==> src/rtl/rv32_dbg_pkg.sv <==
// Shared debug-path definitions for RV32I register-file readers.
package rv32_dbg_pkg;

  localparam int XLEN_DEF   = 32;
  localparam int REG_ADDR_W = 5;

  localparam logic [REG_ADDR_W-1:0] REG_ZERO = 5'd0;

  typedef enum logic [1:0] {
    ST_IDLE = 2'd0,
    ST_READ = 2'd1,
    ST_SEND = 2'd2,
    ST_FIN  = 2'd3
  } dump_state_e;

endpackage

==> src/rtl/reg_dump_reader.sv <==
// Sweeps registers first_reg..last_reg through one read port and streams
// each value out on a valid/ready channel, ending with a done (and err) pulse.
module reg_dump_reader
  import rv32_dbg_pkg::*;
#(
  parameter int XLEN          = XLEN_DEF,
  parameter int ADDR_W        = REG_ADDR_W,
  parameter bit FORCE_X0_ZERO = 1'b1
) (
  input  logic              clk,
  input  logic              reset,
  input  logic              start,
  input  logic              abort,
  input  logic [ADDR_W-1:0] first_reg,
  input  logic [ADDR_W-1:0] last_reg,
  output logic [ADDR_W-1:0] rd_addr,
  input  logic [XLEN-1:0]   rd_data,
  output logic              dump_valid,
  input  logic              dump_ready,
  output logic [XLEN-1:0]   dump_data,
  output logic [ADDR_W-1:0] dump_idx,
  output logic              dump_last,
  output logic              busy,
  output logic              done,
  output logic              err
);

  dump_state_e       state_q, state_d;
  logic [ADDR_W-1:0] cur_q, cur_d;
  logic [ADDR_W-1:0] last_q, last_d;
  logic              err_q, err_d;
  logic [XLEN-1:0]   data_q, data_d;
  logic [ADDR_W-1:0] idx_q, idx_d;
  logic              dlast_q, dlast_d;

  // x0 is architecturally zero; optionally mask whatever the port returns.
  function automatic logic [XLEN-1:0] beat_data(input logic [ADDR_W-1:0] idx,
                                                input logic [XLEN-1:0]   d);
    if (FORCE_X0_ZERO && (idx == ADDR_W'(REG_ZERO))) begin
      return '0;
    end
    return d;
  endfunction

  // Next-state, index counter and beat holding register.
  always_comb begin
    state_d = state_q;
    cur_d   = cur_q;
    last_d  = last_q;
    err_d   = err_q;
    data_d  = data_q;
    idx_d   = idx_q;
    dlast_d = dlast_q;
    unique case (state_q)
      ST_IDLE: begin
        if (start) begin
          if (first_reg <= last_reg) begin
            cur_d   = first_reg;
            last_d  = last_reg;
            err_d   = 1'b0;
            state_d = ST_READ;
          end else begin
            // Illegal range: report straight away without emitting beats.
            err_d   = 1'b1;
            state_d = ST_FIN;
          end
        end
      end
      ST_READ: begin
        if (abort) begin
          state_d = ST_IDLE;
        end else begin
          data_d  = beat_data(cur_q, rd_data);
          idx_d   = cur_q;
          dlast_d = (cur_q == last_q);
          state_d = ST_SEND;
        end
      end
      ST_SEND: begin
        // Abort takes priority over a same-cycle handshake.
        if (abort) begin
          state_d = ST_IDLE;
        end else if (dump_ready) begin
          if (dlast_q) begin
            state_d = ST_FIN;
          end else begin
            // Cannot wrap: last_q <= max index stops the sweep first.
            cur_d   = cur_q + ADDR_W'(1);
            state_d = ST_READ;
          end
        end
      end
      ST_FIN: begin
        err_d   = 1'b0;
        state_d = ST_IDLE;
      end
      default: state_d = ST_IDLE;
    endcase
  end

  // State and datapath registers; reset clears everything visible at the ports.
  always_ff @(posedge clk) begin
    if (reset) begin
      state_q <= ST_IDLE;
      cur_q   <= '0;
      last_q  <= '0;
      err_q   <= 1'b0;
      data_q  <= '0;
      idx_q   <= '0;
      dlast_q <= 1'b0;
    end else begin
      state_q <= state_d;
      cur_q   <= cur_d;
      last_q  <= last_d;
      err_q   <= err_d;
      data_q  <= data_d;
      idx_q   <= idx_d;
      dlast_q <= dlast_d;
    end
  end

  assign rd_addr    = (state_q == ST_IDLE) ? '0 : cur_q;
  assign dump_valid = (state_q == ST_SEND);
  assign dump_data  = data_q;
  assign dump_idx   = idx_q;
  assign dump_last  = dlast_q;
  assign busy       = (state_q == ST_READ) || (state_q == ST_SEND);
  assign done       = (state_q == ST_FIN);
  assign err        = (state_q == ST_FIN) && err_q;

endmodule
==> config.mk <==
export PLATFORM = sky130hd
export DESIGN_NAME = reg_dump_reader
export DESIGN_NICKNAME = d
export VERILOG_FILES = /design/src/rtl/rv32_dbg_pkg.sv /design/src/rtl/reg_dump_reader.sv
export SDC_FILE = /design/constraint.sdc
export NUM_CORES = 1
export LEC_CHECK = 0
export ABC_AREA = 1
export CAP_MARGIN = 5
export CORE_UTILIZATION = 39
export CTS_CLUSTER_DIAMETER = 150
export DETAILED_ROUTE_END_ITERATION = 12
export HOLD_SLACK_MARGIN = 0.06
export PLACE_DENSITY = 0.85
export SYNTH_ARGS = -nofsm -noshare
export SYNTH_HDL_FRONTEND = slang
export SYNTH_SLANG_ARGS = --single-unit
==> constraint.sdc <==
create_clock -name clk -period 1.55 [get_ports clk]
set_clock_uncertainty 0.2 [all_clocks]
set_input_delay 0.2325 -clock clk [delete_from_list [all_inputs] [get_ports clk]]
set_output_delay 0.2325 -clock clk [all_outputs]
set_load 0.03 [all_outputs]
==> results.txt, run 1 <==
----------------------------------------------------
[Power]
  Static leakage ... about 1.9 nW
  Power density of the placed cells ... about 1400 mW/mm^2
  Share of total power in the clock network ... about 14%
  Switching power total ... 0.002541 W
  Comb power frac ... between 50% and 60%
  Internal power contribution ... between 0.003 and 0.004 W
  Worst ir drop on vdd ... approximately 0.78 mV
  Relative contribution of sequential cells to total power ... 29.5%
  Switching share of total power ... 42.83%

[Placement]
  HPWL after DPL ... between 4000 and 5000 microns
  RD Place Congestion ... between 0.8 and 0.9
  Total of buffers placed on input and output ports ... 93
  Placed Area ... 0.003582 sq mm
  # placed instances ... 490

[Clocking]
  Count of hold buffers inserted by post-cts repair ... 0
  Maximum root-to-sink buffer count ... 2
  Reg clk slew, reported paths ... about 0.09 ns
  H-tree level count ... 2
  CTS root buffer ... clkbuf_8
  Sinks on Clock Net ... 51
  Insertion delay to the later sink of the worst-skew pair ... about 0.30 ns
  Inserted Clock Buffers ... 5
  CTS tree ... done

[GRT]
  Wire length of the first global-routing pass ... 10,530 microns
  Sum of overflow across all layers after global routing ... 0
  Maximum number of pins on one net before global-route repair ... 33
  Antenna violations before repair ... 0
  Total routing resource utilization after global routing ... roughly 21%
  Number of global-route vias before repair ... roughly 2,400

[Route]
  DR iter-0 viols ... between 100 and 150
  Wire length per cell after detailed routing ... between 10 and 15 microns
  Count of nets left with antenna violations after detail routing ... 0
  Vias after detailed routing ... approximately 2,600
  Post-detailed-routing wire length ... between 7000 and 8000 microns
  DR pass1 iterations ... 4
  Post-route DRC ... 0
  Routed vias/inst ... approximately 5

[Synthesis]
  Multiplexer share of the synthesized area ... 0%
  Cells after synthesis ... approximately 320
  Synthesized area per cell ... 7.543 sq um
  Flop and latch count out of synthesis ... 51
  Combinational family with the most area after synthesis ... compound AO/OA/AOI/OAI gates
  Mapped cell area ... 0.002376 sq mm
  Post-synthesis sequential area ratio ... 42.97%
  Synth Area in XOR/XNOR ... about 1.8%
  Simple-Gate Fraction of Synth Area ... between 10% and 20%
  Unique cell type count in the Yosys netlist ... 30
  Synth Warn # ... 0
  Syn_nets ... 373
  Area fraction in compound gates after synthesis ... between 20% and 30%
  Area share of fa/ha/maj cells after synthesis ... under 10%

[Timing]
  Hold Fails Final Rpt ... 0
  Maximum clock frequency ... 0.5737 GHz
  Final Slew Violations ... 0
  Worst setup margin ... -0.1931 ns
  Setup repair after global routing missed its margin ... yes
  Worst-Margin Slew ... around 0.32 ns
  Shortest period the worst path allows ... 1.743 ns
  Remaining max-slew budget at the tightest pin ... approximately four fifths
  Final setup violation count ... between 50 and 60
  Final period utilization ... 112.5%

[Final layout]
  Count of non-filler cells in the finished layout ... roughly 500
  Final-layout fill cell count ... 462
  Antenna diodes ... 0
  Total non-filler cell area in the finished layout ... approximately 0.0042 sq mm
  Register cell area after layout ... 0.001025 sq mm
  Layout overhead on the synthesized area ... 74.88%
  Share of layout cells above drive strength 1 ... 29.98%
  Combined area of the multi-input logic cells ... between 0.001 and 0.0015 sq mm
  Net count, final ... 494

[Run status]
  Violations in the final reports ... negative setup slack
  Run status ... complete, but fails checks

[Die]
  Overall die height ... between 80 and 90 microns
  Row count ... 28
  DIE WIDTH ... 80.06 microns
  Initial Util ... 40.37%
  Core footprint ... slightly below 0.006 sq mm
  Die Footprint ... about 0.0064 sq mm
  Number of ports placed on the die boundary ... 94

[Hold path]
  HP Class ... input port to register

[Critical path]
  Crit path arrival time ... approximately 1.8 ns
  Startpoint type of the worst setup path ... register
  Capturing element type of the critical path ... register
  Worst setup path class ... register to register
  Critical Path RT ... 1.56 ns
  Crit Path Max Fanout ... 6

[Job]
  MaxCap Viol Count ... 0

----------------------------------------------------
==> stage by stage <==
step	setup WS (ns)	setup TNS [ns]	utilization, %	total power (W)	hold WS, ns
finish	-0.1931	-4.525	70.60	0.005934	0.1383
global route	-0.2657	-7.514	70.60	0.006309	0.1688
CTS	-0.1564	-4.485	65.71	0.005564	0.1336
detailed placement	-0.6722	-13.21	60.86	0.004526	0.3038
global placement	-0.5775	-10.88	60.86	0.004445	0.2859
floorplan	-0.06528	-0.1941	-	0.003510	0.1037
==> critical path, stage by stage (launching register included) <==
cell and delay (ns):
dfxtp_2 0.36, inv_2 0.05, ha_4 0.17, buf_6 0.13
inv_4 0.04, or2_4 0.12, nand2_4 0.05, a21oi_4 0.22
buf_6 0.15, nand3_2 0.05, nand2_1 0.06, nor2_1 0.04
==> area by class of cell <==
class,count,share of cell area (%)
repair buffers,133,33.42
well taps,75,2.258
clock buffers,6,1.987
inverters,24,2.439
flip-flops and latches,51,24.66
multi-input cells,221,34.84
clock inverters,2,0.3914
==> state kept, by name (all words and copies together), names as in the netlist <==
name,count
cur_q,5
dump_last,1
last_q,5
state_q,2
dump_data,32
err_q,1
dump_idx,5
==> worst paths after layout <==
path | start | end | slack, ns | cells after the start
max | state_q[1]$_SDFFE_PP0P_ | cur_q[3]$_SDFFE_PP0P_ | -0.19 | 11
min | last_reg[4] | last_q[4]$_SDFFE_PP0P_ | 0.14 | 3
max reg2reg | state_q[1]$_SDFFE_PP0P_ | cur_q[3]$_SDFFE_PP0P_ | -0.19 | 11
min reg2reg | last_q[1]$_SDFFE_PP0P_ | last_q[1]$_SDFFE_PP0P_ | 0.32 | 2
==> synthesized netlist by cell type, drive strengths merged <==
master | count | share of area (%)
nand2 | 65 | 11
dfxtp | 51 | 43
o21ai | 48 | 10
a21oi | 47 | 10
nor2 | 27 | 4.5
inv | 23 | 3.7
buf | 13 | 3.7
ha | 11 | 5.8
nand3 | 9 | 2.3
clkbuf | 6 | 0.95
nand4 | 4 | 1.3
xnor2 | 4 | 1.5
a221oi | 1 | 0.37
clkinv | 1 | 0.16
nand3b | 1 | 0.32
nor3 | 1 | 0.21
o211ai | 1 | 0.32
or2 | 1 | 0.37
xor2 | 1 | 0.37
==> layer usage <==
metal  wire length (microns)  up-vias  GRT usage [%]
met3                     320        8          4.091
met5                       0        -              0
met1                    3031     1234          23.34
met4                      71        0          6.429
met2                    3861       67          38.46
li1                        -     1291              -
==> power by group through the flow <==
stage / clock network [W] / logic (W) / registers [W]
floorplan: 0 / 0.00146 / 0.00205
global placement: 0 / 0.00270 / 0.00175
detailed placement: 0 / 0.00277 / 0.00176
CTS: 0.000838 / 0.00299 / 0.00173
global route: 0.000889 / 0.00364 / 0.00178
finish: 0.000804 / 0.00338 / 0.00175
==> layout by cell type (no fill, tap or decap), types with 9 or more instances in the layout <==
cell              n
clkdlybuf4s50_1  37
nor2_4            9
a21oi_1          41
dfxtp_1          48
buf_6            16
nand2_2          13
o21ai_1          24
o21ai_0          14
inv_1            15
nor2_1           14
nand2_1          48
o21ai_2           9
dlygate4sd2_1    38
buf_4            20
==> repair_timing <==
action	CTS	global route
buffers inserted	5	6
endpoints found under the setup margin	90	62
pin swaps	18	20
cloned	1	4
resized for setup	109	73
==> kinds of logic after synthesis <==
family,count (synthesis)
AND/OR/NAND/NOR,108
AO/OA/AOI/OAI,97
XOR/XNOR,5
flip-flops,51
buffers and inverters,43
adder cells (fa/ha/maj),11
Note: power is estimated with default switching activity, not from simulation.
==> run 2, diff against run 1 <==
--- a/config.mk
+++ b/config.mk
@@ -12,6 +12,7 @@
 export DETAILED_ROUTE_END_ITERATION = 12
 export HOLD_SLACK_MARGIN = 0.06
 export PLACE_DENSITY = 0.85
+export RECOVER_POWER = 100
 export SYNTH_ARGS = -nofsm -noshare
 export SYNTH_HDL_FRONTEND = slang
 export SYNTH_SLANG_ARGS = --single-unit
==> constraint.sdc (replaced) <==
create_clock -name clk -period 1.55 [get_ports clk]
set_clock_uncertainty 0.2 [all_clocks]
set_input_delay 0.31 -clock clk [delete_from_list [all_inputs] [get_ports clk]]
set_output_delay 0.31 -clock clk [all_outputs]
set_load 0.03 [all_outputs]
==> results.txt, run 2 (synthesis results as in run 1) <==
----------------------------------------------------
[Critical path]
  Crit path arrival time ... 1.81 ns (+0.06 ns)
  Cell Chain, Critical Path ... inv_4, ha_4, buf_6, inv_4, or2_4, nand2_4, a21oi_4, nand2_4, nand2_2, nand2_2, nor2_2
  Library cell contributing the largest single delay on the critical path ... dfxtp_2
  Startpoint type of the worst setup path ... register
  Worst setup path class ... register to register
  Capturing element type of the critical path ... register
  Critical Path RT ... 1.58 ns (+0.02 ns)
  Maximum single-stage delay on the critical path ... 0.37 ns (about the same)
  Crit Path Max Fanout ... 7 (+1)

[Timing]
  Hold Fails Final Rpt ... 0 (unchanged)
  Final setup violation count ... 42 (-21%)
  Remaining max-slew budget at the tightest pin ... 74.86% (-3.9 points)
  Final hold slack ... 0.1044 ns (-0.03393 ns)
  Shortest period the worst path allows ... 1.775 ns (+0.03209 ns)
  Final Slew Violations ... 0 (unchanged)
  Final period utilization ... 114.5% (+2.1 points)
  Worst-Margin Slew ... 0.3788 ns (+0.06305 ns)
  Setup repair after global routing missed its margin ... yes
  Maximum clock frequency ... 0.5633 GHz (-1.8%)
  Worst setup margin ... -0.2251 ns (-0.03209 ns)
  Aggregate negative setup slack ... -5.889 ns (-1.364 ns)

[Placement]
  Placed Area ... 0.003587 sq mm (+0.14%)
  # placed instances ... 484 (-1.2%)
  Setup Slack @ Placement ... -0.6613 ns (+0.01094 ns)
  RD Place Congestion ... 0.8815 (+6.4%)
  Total of buffers placed on input and output ports ... 93 (unchanged)
  HPWL after DPL ... 4670 microns (-0.92%)

[Final layout]
  Count of non-filler cells in the finished layout ... 519 (+1.4%)
  Net count, final ... 501 (+1.4%)
  Antenna diodes ... 0 (unchanged)
  Total non-filler cell area in the finished layout ... 0.004124 sq mm (-0.75%)
  Largest register FFs ... 32 (unchanged)
  Share of layout cells above drive strength 1 ... 36.94% (+7.0 points)
  Top library cells by usage in the layout, fill and taps aside ... nand2_1, dfxtp_1, a21oi_1
  Most common cell after layout, fill and taps aside ... nand2_1
  Register cell area after layout ... 0.001028 sq mm (+0.37%)
  Layout overhead on the synthesized area ... 73.57%
  Combined area of the multi-input logic cells ... 0.001451 sq mm (+0.26%)
  Final-layout fill cell count ... 438 (-5.2%)

[Run status]
  Violations in the final reports ... negative setup slack
  Run status ... complete, but fails checks

[Hold path]
  HP Class ... input port to register

[Die]
  Number of ports placed on the die boundary ... 94 (unchanged)
  Row count ... 28 (unchanged)
  Initial Util ... 40.37% (unchanged)
  Die Footprint ... 0.006409 sq mm (unchanged)
  Overall die height ... 80.06 microns (unchanged)
  Core footprint ... 0.005886 sq mm (unchanged)
  DIE WIDTH ... 80.06 microns (unchanged)

[Clocking]
  Inserted Clock Buffers ... 5 (unchanged)
  Count of hold buffers inserted by post-cts repair ... 0 (unchanged)
  CTS tree ... done
  Insertion delay to the later sink of the worst-skew pair ... 0.30 ns (about the same)
  Maximum root-to-sink buffer count ... 2 (unchanged)
  Reg clk slew, reported paths ... 0.10 ns (about the same)
  H-tree level count ... 2 (unchanged)
  CTS root buffer ... clkbuf_8
  Sinks on Clock Net ... 51 (unchanged)

[Job]
  MaxCap Viol Count ... 0 (unchanged)

[Route]
  Count of nets left with antenna violations after detail routing ... 0 (unchanged)
  Post-route DRC ... 0 (unchanged)
  DR pass1 iterations ... 4 (unchanged)
  Routed vias/inst ... 4.987 (-1.8%)
  DR iter-0 viols ... 123 (+0.82%)
  Wire length per cell after detailed routing ... 14.50 microns (+1.9%)
  Post-detailed-routing wire length ... 7525 microns (+3.3%)
  Vias after detailed routing ... 2,588 (-0.46%)

[Power]
  Static leakage ... 1.775 nW (-5.4%)
  Power density of the placed cells ... 1470 mW/mm^2 (+2.9%)
  Worst ir drop on vdd ... 1.030 mV (+32%)

[GRT]
  Total routing resource utilization after global routing ... 22.24% (+1.6 points)
  Sum of overflow across all layers after global routing ... 0 (unchanged)
  Maximum number of pins on one net before global-route repair ... 45 (+36%)
  Number of global-route vias before repair ... 2,449 (+2.6%)
  Antenna violations before repair ... 0 (unchanged)
  Wire length of the first global-routing pass ... 11,210 microns (+6.4%)

----------------------------------------------------
## run 2: changes by cell type in the layout (fill, tap and decap cells not counted), moves of 5 or more
cell           change
dlygate4sd2_1     -36
clkbuf_2          +23
o21ai_0           +20
o21ai_1           -14
clkbuf_1          +11
nand2_2            -6
buf_4              +5
o21ai_2            -5
## run 2: cell type report
cell class	count	share of cell area (%)
multi-input combinational	221	35.19
inverter	24	2.761
timing repair buffer	140	32.04
clock buffer	5	1.669
clock inverter	3	1.123
tap	75	2.275
sequential	51	24.94
## run 2: repair_timing
item,4_1_cts,5_1_grt
setup endpoints to repair,76,91
buffers inserted,13,9
gates cloned,5,2
pin swaps,19,17
gates resized for setup,144,83
## run 2: critical path, delay by kind of cell (launching register included)
family / cells / cell delay, ns
simple gates: 6 / 0.51
flops: 1 / 0.37
compound gates: 1 / 0.25
buf+inv: 3 / 0.20
fa+ha+maj: 1 / 0.18
## run 2: path summary, 6_finish.rpt
check | endpoint | slack (ns) | start | cells past startpoint
max | cur_q[1]$_SDFFE_PP0P_ | -0.23 | state_q[0]$_SDFFE_PP0P_ | 11
min | last_q[3]$_SDFFE_PP0P_ | 0.10 | last_reg[3] | 3
max reg2reg | cur_q[1]$_SDFFE_PP0P_ | -0.23 | state_q[0]$_SDFFE_PP0P_ | 11
min reg2reg | last_q[4]$_SDFFE_PP0P_ | 0.32 | last_q[4]$_SDFFE_PP0P_ | 2
## run 2: layer usage
| metal | share of wire [%] | up-vias | GRT usage, % | wire length (microns) |
|---|---|---|---|---|
| met4 | 1.0 | 0 | 4.821 | 76 |
| met1 | 43 | 1206 | 27.22 | 3258 |
| met5 | 0 | - | 0 | 0 |
| met3 | 4.5 | 6 | 3.864 | 340 |
| li1 | - | 1300 | - | - |
| met2 | 51 | 76 | 40.43 | 3850 |
## run 2: power by group
part / total (W) / leakage [nW] / internal (W) / switching, W
clock: 0.000941 / 0.0548 / 0.000487 / 0.000454
combinational: 0.00337 / 1.30 / 0.00144 / 0.00193
sequential: 0.00175 / 0.419 / 0.00157 / 0.000179
## run 2: metrics by stage
| step | utilization (%) | power, W |
|---|---|---|
| 2_1_floorplan | - | 0.003570 |
| 4_1_cts | 70.00 | 0.005915 |
| 3_5_place_dp | 60.95 | 0.004503 |
| 5_1_grt | 70.07 | 0.006410 |
| 3_3_place_gp | 60.95 | 0.004418 |
| 6_report | 70.07 | 0.006063 |
==> RTL edit: new RTL, flow settings as in run 1 <==
Re-encode `dump_state_e` (4 states) as Gray code, 2 bits wide.
--- a/src/rtl/rv32_dbg_pkg.sv
+++ b/src/rtl/rv32_dbg_pkg.sv
@@ -9,6 +9,6 @@
   typedef enum logic [1:0] {
-    ST_IDLE = 2'd0,
-    ST_READ = 2'd1,
-    ST_SEND = 2'd2,
-    ST_FIN  = 2'd3
+    ST_IDLE = 2'b00,
+    ST_READ = 2'b01,
+    ST_SEND = 2'b11,
+    ST_FIN  = 2'b10
   } dump_state_e;
Behaviour: no difference found for any inputs over 10 cycles, from zero or initial values and one cycle with reset high; not proved beyond that.
==> RTL edit against run 1 <==
The flow still finishes with violations (negative setup slack). Wire length up 50%. Sequential cell count unchanged. Synthesized area down 2.6%. Count of clock-buffer cells in the layout unchanged. Global-route usage up 4.1 points. Total power down 11%. Sequential power down 6%. Worst setup slack better by 0.031 ns. First-iteration DRC count up 120%. Design area up 7.0%. Critical path type unchanged. Critical endpoint is now cur_q[0]. Largest cell class is now buffers. Largest power group unchanged.
==> RTL edit: results (changes against run 1) <==
failing checks=negative setup slack; Synth Area per Inst=7.41 µm² (-1.7%); Hold EP=last_q[3]; register area=0.00103 mm² (+0.85%); vias=3,062 (+18%); First-pass DRT Iterations=5 (+1); number of instances in the placed design=479 (-2.2%); Final setup viols=60 (+13%); HP Start=last_reg[3]; clock group total power=0.856 mW (+6.5%); RD Place Congestion=0.867 (+4.6%); Repair and plain buffers=147 (+11%); fillcell total=312 (-32%); Synth Area in XOR/XNOR=2.27% (+0.43 points); fraction of synthesized area in multiplexers=0.433% (+0.43 points); critical path peak fanout=5 (-1); WL final=10,900 µm (+50%); Post-CTS Setup Repair Bufs=10 (+5); first-pass GRT wire length=12,200 µm (+16%); share of cells above drive strength 1=37.6% (+7.7 points); sequential cell count=51 (unchanged); post-route setup slack=-0.162 ns (+0.0307 ns); Sw Pwr=2.23 mW (-12%); hpwl dp=4590 µm (-2.6%); R2R cell count=9 (-2); Static Leak=1.96 nW (+4.3%); critical path's top delay family=simple AND/OR/NAND/NOR gates; IO buf count=93 (unchanged); number of non-clock inverters=22 (-8.3%); synthesized net count=366 (-1.9%); minimum hold slack=0.122 ns (-0.0164 ns); RR Endpoint=cur_q[0]; largest net degree at the start of global routing=45 (+36%); Layout non-clock buf frac=36.5% (+3.0 points); slowest CP cell=dfxtp_4; final std cells w/o fill=521 (+1.8%); net count reported at finish=502 (+1.6%); multi-input gate share of total cell area=34.1% (-0.76 points); Netlist cell types=24 (-20%); post_cts resized=91 (-17%); GRT Overall Usage=24.7% (+4.1 points); Synth Area in Adders=3.79% (-2.0 points); status=finished, violations left; Seq group=1.64 mW (-6%); vias in the first global route=2,591 (+8.5%); combinational power=2.79 mW (-17%); register area share after synthesis=44.1% (+1.2 points); 1st-iter DRT viols=266 (+120%); Worst Tran Pin Value=0.365 ns (+0.0494 ns); synth cell count leaders=nand2_1, a21oi_1, dfxtp_1; peak supply drop=646 µV (-17%)
[RTL edit: cell types whose count changed in the layout (fill, tap and decap cells not counted), sizes merged, moves of 2 or more]
| cell | delta |
|---|---|
| buf | +10 |
| nand3 | +10 |
| nor2 | -8 |
| a21oi | +7 |
| o21ai | -7 |
| ha | -4 |
| a31oi | +2 |
| clkbuf | +2 |
| clkdlybuf4s15 | +2 |
| dlygate4sd3 | +2 |
| inv | -2 |
| xor2 | +2 |
[RTL edit: through the flow]
step,setup TNS (ns),instance area (µm²),setup slack [ns]
final,-3.71,4450,-0.162
after global routing,-5.37,4450,-0.218
after CTS,-1.18,3880,-0.0993
after detailed placement,-11.98,3460,-0.645
after global placement,-10.31,3460,-0.562
after floorplan,0,2330,0.00424
[RTL edit: routing by layer]
metal  GRT usage, %  wire length (µm)  up-vias
met5              0                 0        -
met4           8.91               644        0
met3           4.37               883       66
met2           42.9              5270      231
met1           30.3              4120     1440
li1               -                 -     1325
